File: src/rtl/uart_pkg.sv
// Shared definitions for the UART command framing path: parser FSM states,
// error codes and the default sync bytes, also used by the future transmit framer.
package uart_pkg;

    typedef enum logic [2:0] {
        S_HDR0 = 3'd0,
        S_HDR1 = 3'd1,
        S_ADDR = 3'd2,
        S_LEN  = 3'd3,
        S_DATA = 3'd4,
        S_CHK  = 3'd5,
        S_HOLD = 3'd6
    } state_t;

    typedef enum logic [1:0] {
        ERR_NONE = 2'd0,
        ERR_LEN  = 2'd1,
        ERR_CHK  = 2'd2,
        ERR_TMO  = 2'd3
    } err_code_t;

    localparam logic [7:0] HDR0_DEFAULT = 8'h55;
    localparam logic [7:0] HDR1_DEFAULT = 8'hAA;

    // States in which the inter-byte timeout counter runs.
    function automatic logic in_frame(state_t s);
        return (s inside {S_HDR1, S_ADDR, S_LEN, S_DATA, S_CHK});
    endfunction

endpackage

File: src/rtl/uart_frame_parser_if.sv
// Byte stream in, held-frame readout out. The parser takes the slave side;
// the byte source and the consuming firmware logic take the master side.
interface uart_frame_parser_if #(
    parameter int MAX_LEN = 16
) ();
    localparam int AW = $clog2(MAX_LEN);

    logic [7:0]    Rx_Data;
    logic          Rx_Done;
    logic          Frame_Ack;
    logic [AW-1:0] Rd_Addr;
    logic [7:0]    Rd_Data;
    logic [7:0]    Frame_Addr;
    logic [7:0]    Frame_Len;
    logic          Frame_Valid;
    logic          Frame_Busy;
    logic          Frame_Err;
    logic [1:0]    Err_Code;
    logic          Overrun;

    modport slave (
        input  Rx_Data, Rx_Done, Frame_Ack, Rd_Addr,
        output Rd_Data, Frame_Addr, Frame_Len, Frame_Valid, Frame_Busy,
               Frame_Err, Err_Code, Overrun
    );

    modport master (
        output Rx_Data, Rx_Done, Frame_Ack, Rd_Addr,
        input  Rd_Data, Frame_Addr, Frame_Len, Frame_Valid, Frame_Busy,
               Frame_Err, Err_Code, Overrun
    );

endinterface

File: src/rtl/uart_frame_buf.sv
// Payload store for one frame: single write port, registered single read port.
module uart_frame_buf #(
    parameter int DEPTH = 16,
    parameter int AW    = $clog2(DEPTH)
) (
    input  logic          Clk,
    input  logic          Reset_n,
    input  logic          wr_en,
    input  logic [AW-1:0] wr_addr,
    input  logic [7:0]    wr_data,
    input  logic [AW-1:0] rd_addr,
    output logic [7:0]    rd_data
);

    logic [7:0] mem [DEPTH];

    // NOTE: storage has no reset so it maps onto plain flops/LUTRAM; only the read register is reset.
    always_ff @(posedge Clk) begin
        if (wr_en) begin
            mem[wr_addr] <= wr_data;
        end
    end

    // NOTE: sequential state always uses non-blocking assignment so every flop samples pre-edge values.
    always_ff @(posedge Clk or negedge Reset_n) begin
        if (!Reset_n) begin
            rd_data <= 8'h00;
        end else begin
            rd_data <= mem[rd_addr];
        end
    end

endmodule

File: src/rtl/uart_frame_parser.sv
// Extracts HDR0 HDR1 ADDR LEN PAYLOAD CHK frames from a UART byte stream,
// validates them and holds the payload until the consumer acknowledges.
module uart_frame_parser
    import uart_pkg::*;
#(
    parameter int         MAX_LEN     = 16,
    parameter int         TIMEOUT_CYC = 50000,
    parameter logic [7:0] HDR0        = HDR0_DEFAULT,
    parameter logic [7:0] HDR1        = HDR1_DEFAULT
) (
    input logic                Clk,
    input logic                Reset_n,
    uart_frame_parser_if.slave frame_bus
);

    localparam int            AW        = $clog2(MAX_LEN);
    localparam int            TW        = $clog2(TIMEOUT_CYC);
    localparam logic [TW-1:0] TMO_LAST  = TW'(TIMEOUT_CYC - 1);
    localparam logic [7:0]    MAX_LEN_B = 8'(MAX_LEN);

    logic       rx_done;
    logic [7:0] rx_data;
    assign rx_done = frame_bus.Rx_Done;
    assign rx_data = frame_bus.Rx_Data;

    state_t        state_q, state_d;
    logic [7:0]    sum_q;
    logic [AW-1:0] idx_q;
    logic [7:0]    addr_q, len_q;
    logic [TW-1:0] tmo_q;

    logic      len_bad, last_byte, chk_ok, tmo_hit;
    logic      valid_d, err_d, overrun_d;
    err_code_t err_code_d;
    logic      valid_q, err_q, overrun_q;
    err_code_t err_code_q;

    assign len_bad   = (rx_data == 8'h00) || (rx_data > MAX_LEN_B);
    assign last_byte = ((8'(idx_q) + 8'd1) == len_q);
    assign chk_ok    = (rx_data == sum_q);
    // A byte arriving on the expiry cycle wins, so expiry is qualified by !rx_done.
    assign tmo_hit   = in_frame(state_q) && !rx_done && (tmo_q == TMO_LAST);

    always_ff @(posedge Clk or negedge Reset_n) begin
        if (!Reset_n) begin
            state_q <= S_HDR0;
        end else begin
            state_q <= state_d;
        end
    end

    // NOTE: every always_comb output gets a default first, so no path can infer a latch.
    always_comb begin
        state_d = state_q;
        unique case (state_q)
            S_HDR0: if (rx_done && rx_data == HDR0) state_d = S_HDR1;
            S_HDR1: if (rx_done) begin
                        if (rx_data == HDR1)      state_d = S_ADDR;
                        else if (rx_data != HDR0) state_d = S_HDR0;
                    end
            S_ADDR: if (rx_done) state_d = S_LEN;
            S_LEN:  if (rx_done) state_d = len_bad ? S_HDR0 : S_DATA;
            S_DATA: if (rx_done && last_byte) state_d = S_CHK;
            S_CHK:  if (rx_done) state_d = chk_ok ? S_HOLD : S_HDR0;
            S_HOLD: if (frame_bus.Frame_Ack) state_d = S_HDR0;
            default: state_d = S_HDR0;
        endcase
        if (tmo_hit) state_d = S_HDR0;
    end

    always_comb begin
        valid_d    = 1'b0;
        err_d      = 1'b0;
        err_code_d = ERR_NONE;
        overrun_d  = 1'b0;
        if (rx_done) begin
            unique case (state_q)
                S_LEN:  if (len_bad) begin err_d = 1'b1; err_code_d = ERR_LEN; end
                S_CHK:  if (chk_ok) valid_d = 1'b1;
                        else begin err_d = 1'b1; err_code_d = ERR_CHK; end
                S_HOLD: overrun_d = 1'b1;
                default: ;
            endcase
        end else if (tmo_hit && state_q != S_HDR1) begin
            err_d      = 1'b1;
            err_code_d = ERR_TMO;
        end
    end

    always_ff @(posedge Clk or negedge Reset_n) begin
        if (!Reset_n) begin
            valid_q    <= 1'b0;
            err_q      <= 1'b0;
            overrun_q  <= 1'b0;
            err_code_q <= ERR_NONE;
        end else begin
            valid_q   <= valid_d;
            err_q     <= err_d;
            overrun_q <= overrun_d;
            if (err_d) err_code_q <= err_code_d;
        end
    end

    // Header fields and running checksum; untouched in S_HOLD so the held frame stays stable.
    always_ff @(posedge Clk or negedge Reset_n) begin
        if (!Reset_n) begin
            sum_q  <= 8'h00;
            idx_q  <= '0;
            addr_q <= 8'h00;
            len_q  <= 8'h00;
        end else if (rx_done) begin
            unique case (state_q)
                S_ADDR: begin
                    addr_q <= rx_data;
                    sum_q  <= rx_data;
                end
                S_LEN: if (!len_bad) begin
                    len_q <= rx_data;
                    sum_q <= sum_q + rx_data;
                    idx_q <= '0;
                end
                S_DATA: begin
                    sum_q <= sum_q + rx_data;
                    idx_q <= idx_q + 1'b1;
                end
                default: ;
            endcase
        end
    end

    always_ff @(posedge Clk or negedge Reset_n) begin
        if (!Reset_n) begin
            tmo_q <= '0;
        end else if (rx_done || tmo_hit || !in_frame(state_q)) begin
            tmo_q <= '0;
        end else begin
            tmo_q <= tmo_q + 1'b1;
        end
    end

    uart_frame_buf #(
        .DEPTH (MAX_LEN),
        .AW    (AW)
    ) u_buf (
        .Clk     (Clk),
        .Reset_n (Reset_n),
        .wr_en   (rx_done && state_q == S_DATA),
        .wr_addr (idx_q),
        .wr_data (rx_data),
        .rd_addr (frame_bus.Rd_Addr),
        .rd_data (frame_bus.Rd_Data)
    );

    assign frame_bus.Frame_Addr  = addr_q;
    assign frame_bus.Frame_Len   = len_q;
    assign frame_bus.Frame_Valid = valid_q;
    assign frame_bus.Frame_Busy  = (state_q == S_HOLD);
    assign frame_bus.Frame_Err   = err_q;
    assign frame_bus.Err_Code    = err_code_q;
    assign frame_bus.Overrun     = overrun_q;

endmodule

File: src/flat_wrapper.sv
// flat-port wrapper written by rule: the top's interface ports become plain ports
module uart_frame_parser_flat import uart_pkg::*;
#(
    parameter int         MAX_LEN     = 16,
    parameter int         TIMEOUT_CYC = 50000,
    parameter logic [7:0] HDR0        = HDR0_DEFAULT,
    parameter logic [7:0] HDR1        = HDR1_DEFAULT
)
  (Clk, Reset_n, frame_bus_Rx_Data, frame_bus_Rx_Done, frame_bus_Frame_Ack, frame_bus_Rd_Addr, frame_bus_Rd_Data, frame_bus_Frame_Addr, frame_bus_Frame_Len, frame_bus_Frame_Valid, frame_bus_Frame_Busy, frame_bus_Frame_Err, frame_bus_Err_Code, frame_bus_Overrun);
  uart_frame_parser_if #(.MAX_LEN(MAX_LEN)) frame_bus_i ();
  input logic Clk;
  input logic Reset_n;
  input wire logic [$bits(frame_bus_i.Rx_Data)-1:0] frame_bus_Rx_Data;
  input wire logic [$bits(frame_bus_i.Rx_Done)-1:0] frame_bus_Rx_Done;
  input wire logic [$bits(frame_bus_i.Frame_Ack)-1:0] frame_bus_Frame_Ack;
  input wire logic [$bits(frame_bus_i.Rd_Addr)-1:0] frame_bus_Rd_Addr;
  output wire logic [$bits(frame_bus_i.Rd_Data)-1:0] frame_bus_Rd_Data;
  output wire logic [$bits(frame_bus_i.Frame_Addr)-1:0] frame_bus_Frame_Addr;
  output wire logic [$bits(frame_bus_i.Frame_Len)-1:0] frame_bus_Frame_Len;
  output wire logic [$bits(frame_bus_i.Frame_Valid)-1:0] frame_bus_Frame_Valid;
  output wire logic [$bits(frame_bus_i.Frame_Busy)-1:0] frame_bus_Frame_Busy;
  output wire logic [$bits(frame_bus_i.Frame_Err)-1:0] frame_bus_Frame_Err;
  output wire logic [$bits(frame_bus_i.Err_Code)-1:0] frame_bus_Err_Code;
  output wire logic [$bits(frame_bus_i.Overrun)-1:0] frame_bus_Overrun;
  assign frame_bus_i.Rx_Data = frame_bus_Rx_Data;
  assign frame_bus_i.Rx_Done = frame_bus_Rx_Done;
  assign frame_bus_i.Frame_Ack = frame_bus_Frame_Ack;
  assign frame_bus_i.Rd_Addr = frame_bus_Rd_Addr;
  assign frame_bus_Rd_Data = frame_bus_i.Rd_Data;
  assign frame_bus_Frame_Addr = frame_bus_i.Frame_Addr;
  assign frame_bus_Frame_Len = frame_bus_i.Frame_Len;
  assign frame_bus_Frame_Valid = frame_bus_i.Frame_Valid;
  assign frame_bus_Frame_Busy = frame_bus_i.Frame_Busy;
  assign frame_bus_Frame_Err = frame_bus_i.Frame_Err;
  assign frame_bus_Err_Code = frame_bus_i.Err_Code;
  assign frame_bus_Overrun = frame_bus_i.Overrun;
  uart_frame_parser #(.MAX_LEN(MAX_LEN), .TIMEOUT_CYC(TIMEOUT_CYC), .HDR0(HDR0), .HDR1(HDR1)) u_core (.Clk(Clk), .Reset_n(Reset_n), .frame_bus(frame_bus_i));
endmodule
File: config.mk
export PLATFORM = sky130hd
export DESIGN_NAME = uart_frame_parser_flat
export DESIGN_NICKNAME = d
export VERILOG_FILES = /design/src/rtl/uart_pkg.sv /design/src/rtl/uart_frame_parser_if.sv /design/src/rtl/uart_frame_buf.sv /design/src/rtl/uart_frame_parser.sv /design/src/flat_wrapper.sv
export SDC_FILE = /design/constraint.sdc
export NUM_CORES = 1
export LEC_CHECK = 0
export ABC_AREA = 1
export CORE_MARGIN = 3
export CORE_UTILIZATION = 60
export CTS_CLUSTER_DIAMETER = 40
export DETAILED_ROUTE_END_ITERATION = 8
export PLACE_DENSITY_LB_ADDON = 0.25
export SETUP_SLACK_MARGIN = 0.4
export SLEW_MARGIN = 10
export SYNTH_ARGS = -nofsm -noshare
export SYNTH_HDL_FRONTEND = slang
export SYNTH_HIERARCHICAL = 1
export SYNTH_SLANG_ARGS = --single-unit
File: constraint.sdc
create_clock -name Clk -period 3.1 [get_ports Clk]
set_input_delay 0.62 -clock Clk [delete_from_list [all_inputs] [get_ports Clk]]
set_output_delay 0.62 -clock Clk [all_outputs]
set_load 0.05 [all_outputs]
# Yosys cells after proc, flatten, opt, wreduce, memory -nomap -nowiden
# Memories as Yosys holds them, arrays and structs flattened. A register that Yosys moved wholly into a read port is not among the register bits.
# Index checks and enable logic that the tools add are counted.
# word_totals
ff_bits	52
ram_bits	128
in_bits	16
output_inout_bits	30
elab_cells	96
memories	1
# mem_list
memory	depth	word_bits	read_ports	rd_clocked_by_memory_dff	write_ports	line	source
u_core.u_buf.mem	16	8	1	1	1	uart_frame_buf.sv:15	logic [7:0] mem [DEPTH];
# op_classes
addsub	4
order_cmp	1
eq_ne	22
n_mux	35
n_bitwise	1
n_reduce_logical	22
# op_table
op	count
3-bit two-way mux	12
8-bit one-hot mux with 3 select lines	1
3-bit one-hot mux with 7 select lines	1
16-bit by 1-bit adder with 16-bit output (second input constant)	1
16-bit == test (second input constant)	1
8-bit == test	2
16-bit two-way mux	1
3-bit by 2-bit inequality test with 1-bit output (second input constant)	5
1-bit two-way mux	12
3-bit == test (second input constant)	3
3-bit by 1-bit inequality test with 1-bit output (second input constant)	3
3-bit AND reduction	3
8-bit adder	1
8-bit by 7-bit == test with 1-bit output (second input constant)	1
8-bit == test (second input constant)	1
8-bit by 5-bit > comparator with 1-bit output (second input constant)	1
8-bit zero test	1
8-bit two-way mux	1
8-bit by 7-bit inequality test with 1-bit output (second input constant)	1
4-bit one-hot mux with 2 select lines	1
8-bit AND reduction	1
3-bit by 2-bit == test with 1-bit output (second input constant)	2
1-bit logical AND	6
2-bit two-way mux	3
other kinds (16)	20

# Logic depth before layout (Yosys ltp)
# depth
word_depth	7
ltp_mapped	12
mapped_depth_nobuf	12

# Hierarchy
# The synthesis kept the hierarchy.
# modules_own_cells
mod	n_inst	cells_each	area_per_inst_um2	seq_area_each_um2
uart_frame_buf	1	551	5813.1	4043.9
uart_frame_parser	1	421	3210.6	1301.2

# Worst setup path before layout
# Ideal clock, no wire load.
# synth_path
path_kind	input to register
start	input port frame_bus_Rx_Done
end	memory u_core.u_buf.mem[12][0], enable pin
setup_ns	0.370
arrival_time_ns	1.702
path_slack_ns	1.028
path_stages	5
n_path_buf	1
path_cell_list	buf_2 > inv_2 > nor2_1 > nand3_1 > nor2_1
# synth_via
elab_chain_cells	3
# synth_rtl
item	line	source
start, declared	flat_wrapper.sv:14	input wire logic [$bits(frame_bus_i.Rx_Done)-1:0] frame_bus_Rx_Done;
1-bit logical AND	uart_frame_parser.sv:147	.wr_en (rx_done && state_q == S_DATA),
1-bit two-way mux	uart_frame_buf.sv:19	if (wr_en) begin
1-bit two-way mux (implied by the code)	uart_frame_buf.sv:20	mem[wr_addr] <= wr_data;
end, declared	uart_frame_buf.sv:15	
# No other way between the ends.

# Worst setup path in the final report
# layout_path
start	register u_core.state_q[1]
end	output port frame_bus_Frame_Busy
# layout_via
elab_chain_cells	1
# layout_rtl
item	line	source
start, declared	uart_frame_parser.sv:26	state_t state_q, state_d;
start signal, assigned	uart_frame_parser.sv:48	state_q <= state_d;
3-bit == test	uart_frame_parser.sv:157	assign frame_bus.Frame_Busy = (state_q == S_HOLD);
end, declared	flat_wrapper.sv:21	output wire logic [$bits(frame_bus_i.Frame_Busy)-1:0] frame_bus_Frame_Busy;
# No other way between the ends.

==> results.py <==
metrics = {
    "grt": {
        "grt_start_max_net_pins": 65,
        "grt_overflow": 0,
        "grt_first_pass_wirelength_mm": 33.7,
        "grt.total_usage_pct": 26.8,
        "antenna_found_initial": 1,
        "grt_pass1_vias": 6409,
    },
    "hold_path": {
        "holdCritPathClass": "primary input to asynchronous set/reset pin",
    },
    "logic_synthesis": {
        "synth_top_area_share_pct": 42.6,
        "ys_types": 42,
        "syn-cell-area_sq_um": 9020,
        "ys_seq_area_share_pct": 59.2,
        "synthCells": 972,
        "synth_edf_count": 128,
        "synth_top_cell_by_area": "edfxtp_1",
        "ys_top_cells_by_area": "edfxtp_1 43%, dfrtp_1 17%, nand2_1 11%",
        "synth_ff_type": "edfxtp_1",
        "avgSynthCellArea_sq_um": 9.28,
        "yosys_warnings": 6,
        "synth_seq_cells": 188,
        "async_flop_share_pct": 31.9,
        "synth_nets": 998,
    },
    "drt": {
        "wl_met3_mm": 1.40,
        "wirelength_mm": 21.2,
        "wl_per_cell_um": 17.1,
        "first_pass_iters": 5,
        "wl_met1_mm": 8.78,
        "ant_nets": 0,
        "drtIter0Drc": 704,
        "drc": 0,
        "dr_wl_met2_mm": 10.4,
        "highest_layer": "met5",
        "num_vias": 6805,
        "viasPerCell": 5.51,
    },
    "floorplanning": {
        "rows": 44,
        "dieArea_sq_um": 16500,
        "start_util_pct": 61.6,
        "core_area_sq_um": 14600,
        "die_h_um": 129,
        "ios": 46,
        "die_w_um": 129,
    },
    "sta": {
        "maxSlewViolCount": 0,
        "fmax_mhz": 388,
        "fin_skew_ns": 0.00960,
        "worst_pin_slew_ns": 0.697,
        "post-route-period-util_pct": 83.1,
        "slew_headroom_pct": 53.5,
        "hold_viol_final": 0,
        "tns_ns": 0,
        "finalSetupViolations": 0,
        "rsz0062_at_grt": "no",
        "period_needed_ns": 2.58,
    },
    "cts": {
        "h-tree-depth": 4,
        "cts-root-buf": "clkbuf_16",
        "insertion_delay_ns": 0.44,
        "path_clk_slew_ns": 0.07,
        "holdBufCountCts": 0,
        "max-clock-path-buffers": 2,
        "cts_resized": 0,
        "cts_buffers": 17,
        "post_cts_buffers": 0,
        "clock-sinks": 188,
        "cts_tree": "done",
    },
    "pwr": {
        "p_leak_uw": 0.00462,
        "irDropWorstVdd_mv": 0.413,
        "powerDensity_nw_per_um2": 588,
        "fin_total_pwr_uw": 6090,
    },
    "placement": {
        "io_buffers": 45,
        "finalWeightedCongestion": 0.883,
        "dp.final_hpwl_mm": 14.3,
    },
    "job": {
        "cap_viol_max_count": 0,
    },
    "final_layout": {
        "fillers": 1101,
        "final_cell_mix": "269 x nand2_1, 148 x inv_1, 128 x edfxtp_1, 126 x nand3_1, 78 x nor2_1",
        "drive_above_1_share_pct": 9.41,
        "layout.nets": 1065,
        "syn2layout_area_growth_pct": 14.9,
        "final_common_cell": "nand2_1",
        "num_antenna_cells": 0,
    },
    "worst_setup_path": {
        "r2r-start": "u_core/state_q[1]$_DFFE_PN0P_",
        "regToRegSetupSlack_ns": 1.04,
        "worstSetupEndpointType": "output pin",
        "startpoint": "u_core/state_q[1]$_DFFE_PN0P_",
        "startpoint_type": "register",
        "crit_type": "register to output pin",
        "critPathMaxFanout": 5,
        "cp_data_required_time_ns": 2.48,
        "crit_arrival_ns": 1.96,
        "reg2reg_to": "u_core/u_buf/mem[5][3]$_DFFE_PP_",
        "worst-r2r-cell-count": 6,
    },
    "outcome": {
        "outcome": "finished clean",
    },
}
cells in the mapped netlist (2+ instances only):
library cell and number:
nand4_1 11, o22ai_1 2, edfxtp_1 128, o21ai_2 5, buf_6 12, a21oi_1 9
o21ai_1 4, xor2_1 8, nand3_2 2, inv_2 11, o211ai_1 4, xnor2_1 4
nand2_1 269, nand2_2 6, nor2_4 3, o21ai_0 11, buf_4 2, nor2_1 78
clkbuf_1 2, ha_1 9, dfrtp_1 60, buf_2 14, nor3_1 13, nand3_1 126
inv_1 148, nand3b_1 3, a31oi_1 5, nor4_1 6, nor2_2 4
final cells by class:
class	instances	area [sq um]	share of cell area [%]
clock buffers	19	433	4.17
clock inverters	13	198	1.91
inverters	159	597	5.76
multi-input cells	595	2850	27.5
flip-flops and latches	188	5350	51.5
well taps	184	230	2.22
repair buffers	78	713	6.88
through the flow:
stage	utilization, %	worst slack (ns)	hold slack [ns]	instances	instance area [sq um]
floorplan	-	1.03	0.324	972	9020
global placement	66.5	0.488	0.476	1204	9740
detailed placement	66.5	0.427	0.476	1204	9740
CTS	70.8	0.509	0.197	1236	10400
global route	70.8	0.431	0.205	1236	10400
finish	70.8	0.524	0.190	1236	10400
state kept, by name (all words and copies together) (netlist names):
register / count
u_core/frame_bus.Frame_Addr: 8
u_core/frame_bus.Frame_Len: 8
u_core/tmo_q: 16
u_core/idx_q: 4
u_core/state_q: 3
u_core/frame_bus.Frame_Valid: 1
u_core/u_buf/rd_data: 8
u_core/frame_bus.Overrun: 1
u_core/frame_bus.Frame_Err: 1
u_core/u_buf/mem: 128
u_core/sum_q: 8
u_core/frame_bus.Err_Code: 2
logic make-up (layout without fill, tap and decap cells):
kind of cell	count (synthesis)	count (layout)	share of synthesized area (%)
adders and majority gates	10	10	1.47
DFF	188	188	59.2
muxes	1	1	0.111
xor gates and xnor gates	12	12	1.16
buffers and inverters	189	269	9.14
and+or+nand+nor	528	528	25.8
AOI/OAI and AO/OA	44	44	3.08
worst max-delay path: stages (launching register included):
cell and delay [ns]:
dfrtp_1 0.44, nand2_1 0.12, nor2_1 0.13, clkdlybuf4s50_1 0.83
per-layer routing:
metal | global-route usage, % | vias to the layer above
met1 | 35.4 | 3194
met5 | 0 | -
met3 | 5.31 | 50
met4 | 11.9 | 2
li1 | - | 3280
met2 | 43.3 | 279
worst max path at each step:
stage	to	depth (start not counted)
2_1_floorplan	u_core/u_buf/mem[12][0]$_DFFE_PP_	5
3_3_place_gp	u_core/sum_q[6]$_DFFE_PN0P_	11
3_5_place_dp	u_core/sum_q[4]$_DFFE_PN0P_	10
4_1_cts	frame_bus_Frame_Busy	3
5_1_grt	frame_bus_Frame_Busy	3
6_report	frame_bus_Frame_Busy	3
report_power, final:
part / leakage, uW / internal (uW) / switching [uW]
registers: 0.00193 / 2770 / 66.1
logic: 0.00240 / 299 / 620
clock network: 0.000296 / 1420 / 913
Note: power is estimated with default switching activity, not from simulation.
